==> src/rtl/pwm_waveform_gen.sv <==
// Complementary PWM pair from an 8-bit duty value: prescaled 255-tick period,
// duty shadowed at period boundaries, dead time inserted around every output change.
module pwm_waveform_gen #(
  parameter int unsigned PRESCALE = 49,
  parameter int unsigned DEADTIME = 2
) (
  input  logic       clk,
  input  logic       reset,
  input  logic       enable,
  input  logic [7:0] duty_in,
  output logic       pwm_out,
  output logic       pwm_n_out,
  output logic       period_start,
  output logic [7:0] duty_active
);

  localparam int unsigned PW = ($clog2(PRESCALE + 1) < 1) ? 1 : $clog2(PRESCALE + 1);
  localparam int unsigned DW = ($clog2(DEADTIME + 1) < 1) ? 1 : $clog2(DEADTIME + 1);
  localparam int unsigned CW = 8;

  localparam logic [PW-1:0] PRE_MAX  = PW'(PRESCALE);
  localparam logic [DW-1:0] DT_LOAD  = DW'(DEADTIME);
  localparam logic [CW-1:0] CNT_LAST = CW'(254);
  localparam bit            DT_EN    = (DEADTIME != 0);
  // The cycle that detects a change is already the first blanked cycle.
  localparam logic [DW-1:0] DT_CHG   = DT_EN ? DW'(DEADTIME - 1) : '0;

  typedef enum logic {
    ST_IDLE = 1'b0,
    ST_RUN  = 1'b1
  } state_e;

  state_e        state_q, state_d;
  logic [PW-1:0] pre_cnt_q, pre_cnt_d;
  logic [CW-1:0] cnt_q, cnt_d;
  logic [DW-1:0] dt_cnt_q, dt_cnt_d;
  logic          committed_q, committed_d;
  logic          pwm_q, pwm_d;
  logic          pwm_n_q, pwm_n_d;
  logic          period_start_q, period_start_d;
  logic [CW-1:0] duty_active_q, duty_active_d;

  logic run_c;
  logic tick_c;
  logic wrap_c;
  logic raw_c;
  logic start_c;
  logic load_duty_c;

  assign run_c  = (state_q == ST_RUN);
  assign tick_c = run_c && (pre_cnt_q == PRE_MAX);
  assign wrap_c = tick_c && (cnt_q == CNT_LAST);
  assign raw_c  = run_c && (cnt_q < duty_active_q);

  // State register
  always_ff @(posedge clk or posedge reset) begin
    if (reset) begin
      state_q <= ST_IDLE;
    end else begin
      state_q <= state_d;
    end
  end

  // Next state: leave RUN only at a wrap tick with enable low
  always_comb begin
    state_d = state_q;
    case (state_q)
      ST_IDLE: if (enable) state_d = ST_RUN;
      ST_RUN:  if (wrap_c && !enable) state_d = ST_IDLE;
      default: state_d = ST_IDLE;
    endcase
  end

  // FSM outputs: period start strobes and shadow-duty load
  always_comb begin
    start_c     = 1'b0;
    load_duty_c = 1'b0;
    case (state_q)
      ST_IDLE: begin
        start_c     = enable;
        load_duty_c = enable;
      end
      ST_RUN: begin
        load_duty_c = wrap_c && enable;
      end
      default: begin
        start_c     = 1'b0;
        load_duty_c = 1'b0;
      end
    endcase
  end

  // Counters, compare and dead-time output stage
  always_comb begin
    pre_cnt_d      = pre_cnt_q;
    cnt_d          = cnt_q;
    dt_cnt_d       = dt_cnt_q;
    committed_d    = committed_q;
    pwm_d          = 1'b0;
    pwm_n_d        = 1'b0;
    period_start_d = load_duty_c;
    duty_active_d  = load_duty_c ? duty_in : duty_active_q;

    if (!run_c) begin
      pre_cnt_d   = '0;
      cnt_d       = '0;
      committed_d = 1'b0;
      dt_cnt_d    = '0;
      if (start_c) begin
        // First compare of the new period is cnt=0 < duty_in
        committed_d = (duty_in != '0);
        dt_cnt_d    = DT_LOAD;
      end
    end else begin
      if (tick_c) begin
        pre_cnt_d = '0;
        cnt_d     = wrap_c ? '0 : cnt_q + CW'(1);
      end else begin
        pre_cnt_d = pre_cnt_q + PW'(1);
      end

      if (raw_c != committed_q) begin
        committed_d = raw_c;
        dt_cnt_d    = DT_CHG;
        if (!DT_EN) begin
          pwm_d   = raw_c;
          pwm_n_d = !raw_c;
        end
      end else if (dt_cnt_q != '0) begin
        dt_cnt_d = dt_cnt_q - DW'(1);
      end else begin
        pwm_d   = committed_q;
        pwm_n_d = !committed_q;
      end
    end
  end

  always_ff @(posedge clk or posedge reset) begin
    if (reset) begin
      pre_cnt_q      <= '0;
      cnt_q          <= '0;
      dt_cnt_q       <= '0;
      committed_q    <= 1'b0;
      pwm_q          <= 1'b0;
      pwm_n_q        <= 1'b0;
      period_start_q <= 1'b0;
      duty_active_q  <= '0;
    end else begin
      pre_cnt_q      <= pre_cnt_d;
      cnt_q          <= cnt_d;
      dt_cnt_q       <= dt_cnt_d;
      committed_q    <= committed_d;
      pwm_q          <= pwm_d;
      pwm_n_q        <= pwm_n_d;
      period_start_q <= period_start_d;
      duty_active_q  <= duty_active_d;
    end
  end

  assign pwm_out      = pwm_q;
  assign pwm_n_out    = pwm_n_q;
  assign period_start = period_start_q;
  assign duty_active  = duty_active_q;

endmodule

==> config.mk <==
export PLATFORM = sky130hd
export DESIGN_NAME = pwm_waveform_gen
export DESIGN_NICKNAME = d
export VERILOG_FILES = /design/src/rtl/pwm_waveform_gen.sv
export SDC_FILE = /design/constraint.sdc
export NUM_CORES = 1
export LEC_CHECK = 0
export ABC_AREA = 1
export ABC_CLOCK_PERIOD_IN_PS = 4400
export CORE_MARGIN = 5
export CORE_UTILIZATION = 40
export DETAILED_ROUTE_END_ITERATION = 6
export PLACE_DENSITY = 0.62
export SETUP_SLACK_MARGIN = 0.1
export SLEW_MARGIN = 5
export SYNTH_ARGS = -nofsm -noshare
export SYNTH_HDL_FRONTEND = slang
export SYNTH_SLANG_ARGS = --single-unit
export TNS_END_PERCENT = 20
==> constraint.sdc <==
create_clock -name clk -period 4.4 [get_ports clk]
set_input_delay 1.32 -clock clk [delete_from_list [all_inputs] [get_ports clk]]
set_output_delay 1.32 -clock clk [all_outputs]
set_load 0.02 [all_outputs]
==> impl_metrics.csv, run 1 <==
group,metric,value,unit
worst_hold_path,worstHoldStart,"pre_cnt_q[0]",
setup_path,worstSetupStartpointType,"flip-flop",
setup_path,r2r-end,"dt_cnt_q[1]",
placed_design,place_hpwl,2373,um
global_route,grt_use_total,13.80,%
setup_path,r2r_cells,12,
route,final_antenna_net_count,0,
setup_path,critPathTopFamily,"buffers and inverters",
sta,fin_crit_sh,59.39,%
setup_path,crit_buf_inv,1,
synth,synth-seq-area-share,46.74,%
synth,ys_warn_count,0,
synth,synth_nets,205,
die,dieWidth,72.31,um
sta,fmax,382.7,MHz
finish,layoutNonFillerInstCount,257,
route,drt_iter0_markers,49,
setup_path,ff2ff_setup_slack,2.75,ns
sta,finalHoldViolations,0,
cts,cts_buffer_depth,2,
global_route,grt_overflow,0,
die,coreArea,3716,um2
worst_hold_path,holdPathEnd,"pre_cnt_q[0]",
power_and_ir_drop,leakage,0.0009471,uW
cts,cts_hold_buf,0,
setup_path,arrival,1.29,ns
sta,drv_slew,0,
setup_path,crit_path_top_delay_cell,"clkdlybuf4s50_1",
global_route,grt_max_degree,30,
cts,path_clk_slew,0.07,ns
setup_path,end_kind,"primary output",
finish,antennaDiodeCount,0,
setup_path,slowest_delay,0.62,ns
setup_path,criticalPathCategory,"reg2out",
placed_design,place_congestion,0.8029,
worst_hold_path,hold_depth,1,
cts,cts_resized,0,
synth,synth.distinct_cells,25,
setup_path,critPathMaxFanout,3,
finish,area_growth,22.72,%
sta,clock_skew,0.009674,ns
cts,post_cts_buffers,0,
sta,rsz0062_at_grt,"no",
worst_hold_path,hold_class,"reg2reg",
finish,drive_gt1_share,8.612,%
power_and_ir_drop,vdd_drop_max,173.5,uV
route,drc_errors,0,
synth,synthCells,182,
route,vias,1212,
sta,max-slew-margin-rel,25.03,%
finish,fin_util,51.28,%
die,die_h,72.31,um
setup_path,path_cells,"clkdlybuf4s50_1",
finish,nFillCells,372,
setup_path,required,3.08,ns
die,ioPinCount,22,
status,outcome,"finished clean",
cts,clock_latency,0.28,ns
power_and_ir_drop,p_total,666.0,uW
route,via_per_inst,4.716,
cts,root_buffer,"clkbuf_8",
route,wl_per_cell,12.25,um
cts,cts_made_buffers,5,
die,die-area,5228,um2
route,routed_wl,3149,um
die,row_count,22,
sta,tns,0,ns
global_route,antenna_found_initial,0,
route,first_pass_iters,4,
sta,worst_pin_slew,1.123,ns
global_route,grt_pass1_wl,5547,um
power_and_ir_drop,powerDensity,349.5,nW/um2
placed_design,place_inst,249,
die,initial_core_util,41.78,%
job,cap_violations,0,
synth,netlist_area,1553,um2
global_route,first_global_vias,1218,
sta,post-route-min-period,2.613,ns
cts,clock-sinks,29,
cts,cts_max_level,2,
sta,fin_hold_ws,0.5010,ns
placed_design,numPortBuffers,21,
synth,synth.avg_cell_area,8.532,um2
setup_path,r2r-start,"duty_active[7]",
cts,cts_tree,"built",
synth,ys_ff_latch,29,
sta,setup_viol_count_final,0,
finish,final_nets,231,
setup_path,cp_num_cells,1,
## layer usage
layer	global-route usage (%)	routed length (um)	up-vias
met1	17.79	1502	564
li1	-	-	635
met2	21.84	1547	11
met3	4.571	76	2
met4	4.384	23	0
met5	0	0	-
## synthesized netlist by cell type
cell type  number  area [um2]
buf_4           1       7.510
a211oi_1        1       7.510
and3_1          2       12.51
xor2_1          3       26.28
nand3_1        10       50.05
nand2_1        38       142.6
o21ai_0        13       65.06
o21ai_2         1       8.760
o22ai_1         2       12.51
nand2_2         4       25.02
nand4_1         3       18.77
or2_2           1       6.260
xnor2_1         1       8.760
inv_1          29       108.9
nor4_1          2       12.51
nand2_4         1       11.26
a21oi_1         7       35.03
buf_6           1       11.26
nor3_1          4       20.02
dfrtp_1        29       725.7
ha_1           12       150.1
nor2_8          1       20.02
nor2_1         14       52.55
nor3_2          1       10.01
inv_2           1       3.750
## through the flow
step / setup WS, ns / instance area, um2
after detailed placement: 1.708 / 1804
after CTS: 1.762 / 1906
after global placement: 1.753 / 1804
after global routing: 1.732 / 1906
after floorplan: 2.474 / 1553
final: 1.787 / 1906
## sequential cells by signal, summed over array words and instances (netlist names)
| register | count |
|---|---|
| dt_cnt_q | 2 |
| pwm_out | 1 |
| period_start | 1 |
| pwm_n_out | 1 |
| pre_cnt_q | 6 |
| run_c | 1 |
| duty_active | 8 |
| cnt_q | 8 |
| committed_q | 1 |
## layout by cell type, fill, tap and decap left out, types with 2 or more instances in the layout
master           instances
a21oi_1                  7
and3_1                   2
clkbuf_8                 7
clkdlybuf4s50_1         21
dfrtp_1                 29
ha_1                    12
inv_1                   29
nand2_1                 38
nand2_2                  4
nand3_1                 10
nand4_1                  3
nor2_1                  14
nor3_1                   4
nor4_1                   2
o21ai_0                 13
o22ai_1                  2
xor2_1                   3
## area by class of cell
cell class	instances	area, um2	area share, %
well taps	48	60.06	3.152
clock inverters	1	5.005	0.2626
multi-input cells	121	695.7	36.51
repair buffers	21	210.2	11.03
clock buffers	7	96.34	5.056
flip-flops and latches	29	725.7	38.08
inverters	30	112.6	5.909
## worst reg2reg max path, stage by stage, from the launching register on
cell,delay [ns]
dfrtp_1,0.35
inv_1,0.06
ha_1,0.33
nand2_1,0.08
nand2_1,0.05
nor2_1,0.08
and3_1,0.17
nand2_1,0.12
nand2_1,0.12
nand3_1,0.09
nand2_1,0.06
nand2_1,0.05
inv_1,0.04
## logic make-up after synthesis
kind of cell               count (synthesis)  share of synthesized area [%]
AOI/OAI and AO/OA                         24                          8.300
adders and majority gates                 12                          9.669
buffers and inverters                     32                          8.461
DFF                                       29                          46.74
xor gates and xnor gates                   4                          2.257
and+or+nand+nor                           81                          24.58
## how the worst max path moves through the flow
stage                     slack, ns      startpoint              to
after floorplan                2.47           reset        cnt_q[0]
after global placement         1.75           reset  duty_active[1]
after detailed placement       1.71           reset  duty_active[1]
after CTS                      1.76  duty_active[0]  duty_active[0]
after global routing           1.73  duty_active[0]  duty_active[0]
final                          1.79  duty_active[0]  duty_active[0]
## report_power, final
group	total, uW	switching (uW)	internal [uW]
clock	244	102	141
combinational	128	70.5	57.2
sequential	295	8.49	286
total	666	181	485
No activity file was read; power rests on OpenSTA's default activity.
==> inputs of run 2 (changes only) <==
- ABC_CLOCK_PERIOD_IN_PS: 4400 -> 2650
- clock period: 4.4 -> 2.65 ns (I/O delays scaled with it)
==> run 2 against run 1 <==
  * Clock power grew 41%
  * Design area shrank 0.59%
  * Count of clock-buffer cells in the layout shrank 1
  * Register-to-register slack lost 1.8 ns
  * First-iteration DRC count shrank 20%
  * Die area is the same
  * Global-route usage shrank 0.22 points
  * Sequential share of layout area grew 0.23 points
  * Clock skew shrank 0.0045 ns
  * Critical path depth is the same
  * Worst setup slack lost 1.2 ns
  * Critical path type unchanged
  * Largest cell class unchanged
  * Largest power group unchanged
  * Highest routed layer unchanged
==> impl_metrics.csv, run 2 (synthesis gave the netlist of run 1 again) <==
group,metric,value,unit
status,outcome,"finished clean",
route,drc_errors,0,
die,ioPinCount,22,
die,coreArea,3716,um2
worst_hold_path,hold_class,"reg2reg",
route,drt-met1-wl,1385,um
cts,path_clk_slew,0.06,ns
finish,final_cell_mix,"nand2_1 (38), inv_1 (29), dfrtp_1 (29)",
placed_design,place_congestion,0.8218,
route,routed_wl,3085,um
sta,worst_pin_slew,0.4049,ns
cts,cts_hold_buf,0,
sta,drv_slew,0,
setup_path,required,1.86,ns
sta,fmax,485.9,MHz
job,cap_violations,0,
worst_hold_path,worstHoldStart,"pre_cnt_q[0]",
setup_path,crit_buf_inv,1,
global_route,first_global_vias,1267,
finish,antennaDiodeCount,0,
die,dieWidth,72.31,um
cts,clock_latency,0.28,ns
finish,fin_util,50.98,%
setup_path,critPathTopFamily,"buffers and inverters",
power_and_ir_drop,leakage,0.0009426,uW
setup_path,criticalPathCategory,"reg2out",
placed_design,place_hpwl,2349,um
sta,post-route-min-period,2.058,ns
finish,nFillCells,368,
route,via_per_inst,4.872,
sta,fin_crit_sh,77.67,%
sta,clock_skew,0.005129,ns
cts,cts_made_buffers,5,
setup_path,startpoint,"duty_active[0]",
setup_path,arrival,1.26,ns
finish,final_nets,232,
cts,clock-sinks,29,
die,row_count,22,
finish,final_common_cell,"nand2_1",
die,die-area,5228,um2
die,die_h,72.31,um
sta,tns,0,ns
cts,root_buffer,"clkbuf_8",
setup_path,slowest_delay,0.61,ns
global_route,grt_pass1_wl,5430,um
setup_path,critPathMaxFanout,3,
cts,cts_tree,"built",
route,final_antenna_net_count,0,
route,first_pass_iters,6,
placed_design,numPortBuffers,21,
cts,cts_resized,0,
setup_path,path_cells,"clkdlybuf4s50_1",
power_and_ir_drop,powerDensity,547.7,nW/um2
finish,area_growth,22.00,%
global_route,grt_overflow,0,
finish,drive_gt1_share,8.571,%
global_route,antenna_found_initial,0,
placed_design,dp_slack,0.7712,ns
route,wl_met2,1513,um
sta,max-slew-margin-rel,72.94,%
route,wl_met3,129,um
global_route,grt_use_total,13.58,%
global_route,grt_max_degree,30,
setup_path,r2r-start,"duty_active[7]",
setup_path,worstSetupStartpointType,"flip-flop",
sta,final.setup.worst_slack,0.5919,ns
sta,rsz0062_at_grt,"no",
die,initial_core_util,41.78,%
cts,cts_max_level,2,
route,drt_iter0_markers,39,
route,wl_per_cell,11.96,um
setup_path,crit_path_top_delay_cell,"clkdlybuf4s50_1",
route,highest_layer,"met4",
sta,finalHoldViolations,0,
cts,post_cts_buffers,0,
cts,cts_buffer_depth,2,
power_and_ir_drop,vdd_drop_max,294.3,uV
sta,setup_viol_count_final,0,
setup_path,end_kind,"primary output",
route,vias,1257,
## run 2: final timing paths
| path | slack, ns | cells after the start | end |
|---|---|---|---|
| max in group asynchronous | 1.49 | 3 | cnt_q[2] |
| worst max register to register | 0.99 | 11 | dt_cnt_q[0] |
| min in group asynchronous | 0.89 | 3 | dt_cnt_q[1] |
| worst min-delay path | 0.49 | 1 | pre_cnt_q[0] |
| worst max-delay path | 0.59 | 1 | duty_active[0] |
| worst min register to register | 0.49 | 1 | pre_cnt_q[0] |
## run 2: area by class of cell
class                      instances  area, um2  area share, %
timing repair buffer              22      217.7          11.49
inverter                          30      112.6          5.945
sequential                        29      725.7          38.31
clock buffer                       6      72.57          3.831
tap                               48      60.06          3.170
clock inverter                     2      10.01         0.5284
multi-input combinational        121      695.7          36.72
## run 2: per-stage QoR
| step | power [uW] | hold slack, ns | std cells | instance area (um2) |
|---|---|---|---|---|
| floorplan | 629.9 | 0.4552 | 182 | 1553 |
| global placement | 696.2 | 0.4885 | 250 | 1812 |
| detailed placement | 706.1 | 0.4851 | 250 | 1812 |
| CTS | 1060 | 0.4965 | 258 | 1894 |
| global route | 1111 | 0.5232 | 258 | 1894 |
| finish | 1038 | 0.4930 | 258 | 1894 |
## run 2: power breakdown
part	internal, uW	switching (uW)	leakage, uW	total, uW
Clock	181	162	0.0000450	344
Combinational	93.8	109	0.000544	203
Sequential	476	15.7	0.000353	491
Total	751	287	0.000943	1040
## run 2: layer usage
layer  GRT usage [%]  up-vias
met4           6.889        0
met2           21.94       14
met5               0        -
met3           5.263        8
li1                -      640
met1           15.57      595
==> inputs of run 3 (changes only) <==
- ABC_CLOCK_PERIOD_IN_PS: 2650 -> 2000
- clock period: 2.65 -> 2 ns (I/O delays scaled with it)
==> run 3 against run 2 <==
  * Count of clock-buffer cells in the layout unchanged
  * Register-to-register slack got worse by 0.65 ns
  * Cell count unchanged
  * Sequential power up 33%
  * Wire length rose by 2.3%
  * Critical path depth stayed put
  * Largest cell class unchanged
  * Largest power group unchanged
  * Highest routed layer unchanged
==> impl_metrics.csv, run 3 (synthesis gave the netlist of run 1 again) <==
group,metric,value,unit
placed_design,place_inst,250,
setup_path,slowest_delay,0.61,ns
global_route,grt_pass1_wl,5561,um
job,cap_violations,0,
finish,final_nets,232,
route,first_pass_iters,4,
route,drt_iter0_markers,39,
placed_design,dpl-instance-area,1812,um2
setup_path,crit_path_top_delay_cell,"clkdlybuf4s50_1",
cts,cts_made_buffers,5,
cts,cts_max_level,2,
sta,fin_crit_sh,92.08,%
sta,final.setup.worst_slack,0.1583,ns
die,die-area,5228,um2
setup_path,end_kind,"primary output",
die,die_h,72.31,um
cts,post_cts_buffers,0,
global_route,grt_max_degree,30,
setup_path,critPathTopFamily,"buffers and inverters",
setup_path,worstSetupStartpointType,"flip-flop",
cts,root_buffer,"clkbuf_8",
sta,setup_viol_count_final,0,
route,routed_wl,3157,um
cts,cts_tree,"built",
placed_design,dp_slack,0.3050,ns
sta,clock_skew,0.007345,ns
die,coreArea,3716,um2
cts,cts_hold_buf,0,
cts,path_clk_slew,0.07,ns
route,wl_per_cell,12.24,um
cts,clock_latency,0.28,ns
finish,antennaDiodeCount,0,
sta,drv_slew,0,
finish,final_common_cell,"nand2_1",
finish,area_growth,22.16,%
die,ioPinCount,22,
sta,tns,0,ns
die,dieWidth,72.31,um
setup_path,crit_buf_inv,1,
route,via_per_inst,4.841,
sta,finalHoldViolations,0,
placed_design,place_congestion,0.8218,
die,initial_core_util,41.78,%
placed_design,numPortBuffers,21,
route,vias,1249,
global_route,antenna_found_initial,0,
global_route,first_global_vias,1280,
sta,max-slew-margin-rel,71.90,%
worst_hold_path,hold_class,"reg2reg",
global_route,grt_use_total,13.90,%
sta,rsz0062_at_grt,"no",
route,drc_errors,0,
setup_path,path_cells,"clkdlybuf4s50_1",
cts,cts_buffer_depth,2,
power_and_ir_drop,leakage,0.0009566,uW
status,outcome,"finished clean",
power_and_ir_drop,powerDensity,728.5,nW/um2
sta,fmax,543.0,MHz
finish,final_cell_mix,"nand2_1 (38), inv_1 (29), dfrtp_1 (29)",
setup_path,required,1.40,ns
cts,cts_resized,0,
cts,clock-sinks,29,
power_and_ir_drop,vdd_drop_max,295.9,uV
global_route,grt_overflow,0,
finish,fin_area,1897,um2
finish,nFillCells,366,
placed_design,place_hpwl,2386,um
setup_path,critPathMaxFanout,2,
setup_path,criticalPathCategory,"reg2out",
setup_path,arrival,1.24,ns
route,final_antenna_net_count,0,
finish,drive_gt1_share,8.571,%
sta,post-route-min-period,1.842,ns
finish,layoutNonFillerInstCount,258,
sta,worst_pin_slew,0.4205,ns
die,row_count,22,
run 3: metal layers:
layer | GRT usage (%) | part of all wire [%]
met4 | 7.516 | 1.8
met2 | 22.75 | 50
met1 | 16.16 | 45
met5 | 0 | 0
met3 | 4.294 | 2.9
run 3: path summary, 6_finish.rpt:
kind,startpoint,endpoint,slack [ns],cells after the start
hold / removal,pre_cnt_q[0],pre_cnt_q[0],0.50,1
min in group asynchronous,reset,dt_cnt_q[0],0.69,3
setup reg to reg,pre_cnt_q[1],duty_active[3],0.34,8
max in group asynchronous,reset,cnt_q[0],1.03,3
hold reg to reg,pre_cnt_q[0],pre_cnt_q[0],0.50,1
setup / recovery,duty_active[6],duty_active[6],0.16,1
run 3: area by class of cell:
type                    count  area [um2]  share of cell area [%]
multi-input cells         121       695.7                   36.68
clock inverters             2       10.01                  0.5277
inverters                  30       112.6                   5.937
clock buffers               6       72.57                   3.826
flip-flops and latches     29       725.7                   38.26
well taps                  48       60.06                   3.166
repair buffers             22       220.2                   11.61
run 3: metrics by stage:
stage | hold slack [ns] | util [%] | power [uW]
after floorplan | 0.4552 | - | 834.7
after global placement | 0.4885 | 48.75 | 922.4
after detailed placement | 0.4849 | 48.75 | 936.4
after CTS | 0.4980 | 50.98 | 1406
after global routing | 0.5233 | 51.04 | 1476
final | 0.4975 | 51.04 | 1382
run 3: power by group:
group / total [uW] / switching [uW] / internal (uW)
combinational: 267 / 143 / 124
sequential: 652 / 22.2 / 630
clock: 462 / 222 / 240
total: 1380 / 387 / 995
